`src/rtl/mac_dot_seq.sv`:
```
// mac_dot_seq: sequences signed operand pairs through one MAC, feeding sum_out back as sum_in.
// Optional MAC_DOT_SEQ_BIAS_EN adds cfg_bias as the accumulator start value.
module mac_dot_seq #(
   parameter int DATA_W  = 22,
   parameter int ACC_W   = 48,
   parameter int MAC_LAT = 3,
   parameter int LEN_W   = 8
) (
   input  logic              clk,
   input  logic              rst,
   input  logic              start,
   input  logic [LEN_W-1:0]  cfg_len,
`ifdef MAC_DOT_SEQ_BIAS_EN
   input  logic [ACC_W-1:0]  cfg_bias,
`endif
   output logic              busy,
   input  logic              s_valid,
   output logic              s_ready,
   input  logic [DATA_W-1:0] s_a,
   input  logic [DATA_W-1:0] s_b,
   output logic              mac_i_valid,
   output logic [DATA_W-1:0] mac_a,
   output logic [DATA_W-1:0] mac_b,
   output logic [ACC_W-1:0]  mac_sum_in,
   input  logic              mac_o_valid,
   input  logic [ACC_W-1:0]  mac_sum_out,
   output logic              m_valid,
   input  logic              m_ready,
   output logic [ACC_W-1:0]  m_result,
   output logic              m_err
);
   localparam int TW = $clog2(MAC_LAT + 2);
   typedef enum logic [2:0] {IDLE, FETCH, ISSUE, WAIT, DONE} state_t;
   state_t            state;
   logic [ACC_W-1:0]  acc;
   logic [ACC_W-1:0]  acc_init;
   logic [LEN_W-1:0]  remaining;
   logic [TW-1:0]     tmo;
   logic              err;
`ifdef MAC_DOT_SEQ_BIAS_EN
   assign acc_init = cfg_bias;
`else
   assign acc_init = '0;
`endif
   always_ff @(posedge clk or negedge rst) begin
      if (!rst) begin
         state       <= IDLE;
         acc         <= '0;
         remaining   <= '0;
         tmo         <= '0;
         err         <= 1'b0;
         busy        <= 1'b0;
         s_ready     <= 1'b0;
         mac_i_valid <= 1'b0;
         mac_a       <= '0;
         mac_b       <= '0;
         mac_sum_in  <= '0;
         m_valid     <= 1'b0;
         m_result    <= '0;
         m_err       <= 1'b0;
      end else begin
         case (state)
            IDLE: if (start) begin
               remaining <= cfg_len;
               acc       <= acc_init;
               busy      <= 1'b1;
               err       <= 1'b0;
               s_ready   <= cfg_len != '0;
               state     <= cfg_len == '0 ? DONE : FETCH;
            end
            FETCH: if (s_valid) begin
               mac_a       <= s_a;
               mac_b       <= s_b;
               mac_sum_in  <= acc;
               s_ready     <= 1'b0;
               mac_i_valid <= 1'b1;
               state       <= ISSUE;
            end
            ISSUE: begin
               mac_i_valid <= 1'b0;
               tmo         <= '0;
               state       <= WAIT;
            end
            // A response in the expiry cycle wins over the timeout.
            WAIT: if (mac_o_valid) begin
               acc       <= mac_sum_out;
               remaining <= remaining - 1'b1;
               if (remaining == LEN_W'(1)) begin
                  m_valid  <= 1'b1;
                  m_result <= mac_sum_out;
                  state    <= DONE;
               end else begin
                  s_ready <= 1'b1;
                  state   <= FETCH;
               end
            end else if (tmo == TW'(MAC_LAT)) begin
               err      <= 1'b1;
               m_valid  <= 1'b1;
               m_result <= acc;
               m_err    <= 1'b1;
               state    <= DONE;
            end else begin
               tmo <= tmo + 1'b1;
            end
            DONE: if (m_valid && m_ready) begin
               m_valid <= 1'b0;
               m_err   <= 1'b0;
               err     <= 1'b0;
               busy    <= 1'b0;
               state   <= IDLE;
            end else begin
               m_valid  <= 1'b1;
               m_result <= acc;
               m_err    <= err;
            end
            default: state <= IDLE;
         endcase
      end
   end
endmodule

```
`config.mk`:
```
export PLATFORM = sky130hd
export DESIGN_NAME = mac_dot_seq
export DESIGN_NICKNAME = d
export VERILOG_FILES = /design/src/rtl/mac_dot_seq.sv
export SDC_FILE = /design/constraint.sdc
export NUM_CORES = 1
export LEC_CHECK = 0
export BUFFER_PORTS_ARGS = -buffer_cell sky130_fd_sc_hd__buf_2
export CORE_ASPECT_RATIO = 0.7
export CORE_MARGIN = 5
export CORE_UTILIZATION = 40
export CTS_CLUSTER_SIZE = 16
export DETAILED_ROUTE_END_ITERATION = 16
export PLACE_DENSITY = 0.62
export SLEW_MARGIN = 10
export SYNTH_ARGS = -nofsm -noshare
export SYNTH_HDL_FRONTEND = slang
export SYNTH_SLANG_ARGS = --single-unit
```
`constraint.sdc`:
```
create_clock -name clk -period 2.61 [get_ports clk]
set_input_delay 0.3915 -clock clk [delete_from_list [all_inputs] [get_ports clk]]
set_output_delay 0.3915 -clock clk [all_outputs]
set_load 0.02 [all_outputs]
```
==> results_dict.tcl <==
set metrics [dict create \
    ys_seq_area_share_pct 58.6 \
    worst-slew-pin-transition_ps 681 \
    layout-drive-gt1-share_pct 52.5 \
    fin_nets 1059 \
    rsz0062_at_grt "false" \
    cp_cell_sequence "nor4_1 > a311o_1 > o21a_2 > buf_12 > mux2_2" \
    skew_final_ps 8.13 \
    timing.final.setup_violations 0 \
    min_from "s_b[0]" \
    reg2reg_slack_ps 460 \
    clk_pin_slew_ps 60 \
    cts.sink_count 208 \
    top_delay_family_on_crit_path "compound AO/OA/AOI/OAI gates" \
    grt_start_max_net_pins 82 \
    timing.reg2reg.worst_path_depth 5 \
    dp.final_hpwl_microns 15500 \
    crit_required_ps 2990 \
    synthesis.yosys.warnings 0 \
    synth_enable_flop_cells 0 \
    root_buffer "clkbuf_16" \
    die_w_microns 188 \
    tritoncts_clock_tree "built" \
    drv_cap 0 \
    worst_voltage_drop_across_the_vdd_grid_v 0.000628 \
    cts.repair_timing.setup_buffer_count 0 \
    grt_pass1_vias 6391 \
    relSlewSlack_pct 54.6 \
    gate_count_after_technology_mapping 695 \
    timing.final.max_slew_violations 0 \
    ioPinCount 251 \
    final_core_utilization_pct 51.7 \
    drtIter0Drc 322 \
    critical-path-slowest-cell "dfrtp_1" \
    run_status "complete, no violations" \
    dp_slack_ps 441 \
    grt_antenna_before_repair 1 \
    arrival_ps 2530 \
    drtPass1Iterations 4 \
    chipHeight_microns 135 \
    min_delay_worst_endpoint "mac_b[0]" \
    numCtsBuffers 22 \
    dpl-instance-area_sq_mm 0.0106 \
    postSynthRegisterBits 208 \
    initial_utilization_pct 40.8 \
    critical_path_buf_inv_count 1 \
    synth.lib_cells_used.distinct 44 \
    timing.setup.critical_path_class "flop to flop" \
    num_vias 6241 \
    pwr_density_cell_mw_per_mm2 1290 \
    reg2reg_from "remaining[4]" \
    remaining_drc_errors 0 \
    gp_congestion 0.796 \
    cts-hold-fix-buffers 1 \
    power.leakage_nw 5.82 \
    max_clock_freq_ghz 0.465 \
    syn2layout_area_growth_pct 27.0 \
    h-tree-depth 1 \
    worst_hold_path.num_cells 2 \
    drt_wl_total_microns 22200 \
    worstPathMaxFanout 48 \
    place.port_buffers 250 \
    mappedNetlistNets 805 \
    grt_pass1_wl_microns 35700 \
    synthArstFlopShare_pct 100 \
    period_needed_ps 2150 \
    floorplan.rows 45 \
    final_cell_mix "buf_2, dfrtp_1, mux2_2, nand2_1, nand3_1" \
    overflow 0 \
    cts.path.max_buffers 3 \
    drt-wirelength-per-cell_microns 17.8 \
    mappedNetlistArea_sq_mm 0.00888 \
    insertion_delay_ps 500 \
    synthFlopType "dfrtp_1" \
    critPathLaunchType "flop" \
    antenna_violating_nets_post_route 0 \
    setup_tns_ps 0 \
    final_hold_violation_count 0 \
    hold_slack_ps 122 \
    cts_repair_resize_count 0 \
    timing.hold.worst.class "input port to flop" \
    r2r_end "m_result[41]" \
    syn_area_per_cell_sq_um 12.8 \
    final_critical_path_setup_slack_ps 460 \
    final_common_cell "buf_2" \
    coreArea_sq_mm 0.0218 \
    cp-end-kind "flop" \
    design.die.area_sq_mm 0.0253 \
    post-route-cell-area_sq_mm 0.0113 \
    cpPeakStageDelay_ps 430 \
    grtUsageTotal_pct 17.2 \
    timing.final.crit_share_pct 82.4 \
    vias_per_cell 5.01 \
]
cell families (layout without fill, tap and decap cells):
group	after synthesis	count (layout)	share of synthesized area, %
buffers and inverters	49	317	2.63
and+or+nand+nor	193	193	9.57
AOI/OAI and AO/OA	50	50	3.58
adders and majority gates	4	4	0.564
DFF	208	208	58.6
other	0	1	0
muxes	191	191	25.0
sequential cells by signal, indices dropped and copies added (netlist names):
register,count
acc,48
m_err,1
err,1
state,3
busy,1
tmo,3
mac_a,22
mac_sum_in,48
m_valid,1
mac_i_valid,1
m_result,48
s_ready,1
mac_b,22
remaining,8
worst reg2reg max path: stages (launching register included):
cell and delay (ps):
dfrtp_1 430, nor4_1 420, a311o_1 290, o21a_2 170, buf_12 320, mux2_2 410
area by class of cell:
type	instances	area, sq um
multi-input cells	438	3470
clock buffers	34	687
fillers	1939	10500
clock inverters	4	20.0
flip-flops and latches	208	5200
well taps	282	353
repair buffers	272	1520
diodes	1	2.50
inverters	7	26.3
per-stage QoR:
| step | total power [mW] | cells |
|---|---|---|
| final | 14.5 | 1246 |
| after global routing | 15.4 | 1245 |
| after CTS | 14.7 | 1245 |
| after detailed placement | 11.6 | 1206 |
| after global placement | 11.5 | 1206 |
| after floorplan | 9.47 | 695 |
report_power, final:
part	internal, mW	switching (mW)	total (mW)
registers	4.66	0.874	5.54
logic	2.57	3.37	5.94
clock network	1.80	1.23	3.03
total	9.03	5.47	14.5
worst max path at each step:
| stage | start | endpoint | depth (start not counted) |
|---|---|---|---|
| 6_report | remaining[4] | m_result[41] | 5 |
| 4_1_cts | remaining[4] | m_result[42] | 5 |
| 3_5_place_dp | remaining[4] | m_result[42] | 5 |
| 5_1_grt | remaining[4] | m_result[35] | 5 |
| 3_3_place_gp | remaining[4] | m_result[26] | 5 |
| 2_1_floorplan | state[0] | m_result[10] | 6 |
cells in the mapped netlist, types with 2 or more instances:
| master | count | share of area, % |
|---|---|---|
| clkbuf_1 | 18 | 0.76 |
| nand2b_1 | 3 | 0.21 |
| nor2_1 | 12 | 0.51 |
| nand2_1 | 109 | 4.6 |
| o31ai_1 | 2 | 0.17 |
| mux2_2 | 170 | 22 |
| nand3_1 | 55 | 3.1 |
| or3b_2 | 2 | 0.20 |
| a22oi_1 | 3 | 0.25 |
| nor4_1 | 3 | 0.21 |
| nor3_1 | 2 | 0.11 |
| ha_1 | 4 | 0.56 |
| buf_6 | 3 | 0.38 |
| mux2_4 | 20 | 3.4 |
| o21ai_0 | 17 | 0.96 |
| inv_1 | 7 | 0.30 |
| dfrtp_1 | 208 | 59 |
| a21oi_1 | 11 | 0.62 |
| buf_2 | 19 | 1.1 |
| a22o_1 | 3 | 0.30 |
layer usage:
metal | track usage [%] | vias to the layer above | routed length (microns)
met4 | 3.26 | 2 | 362
li1 | - | 2946 | -
met1 | 24.4 | 3093 | 10500
met3 | 4.57 | 25 | 1440
met2 | 26.8 | 175 | 9880
met5 | 0 | - | 7
Note: power is estimated with default switching activity, not from simulation.
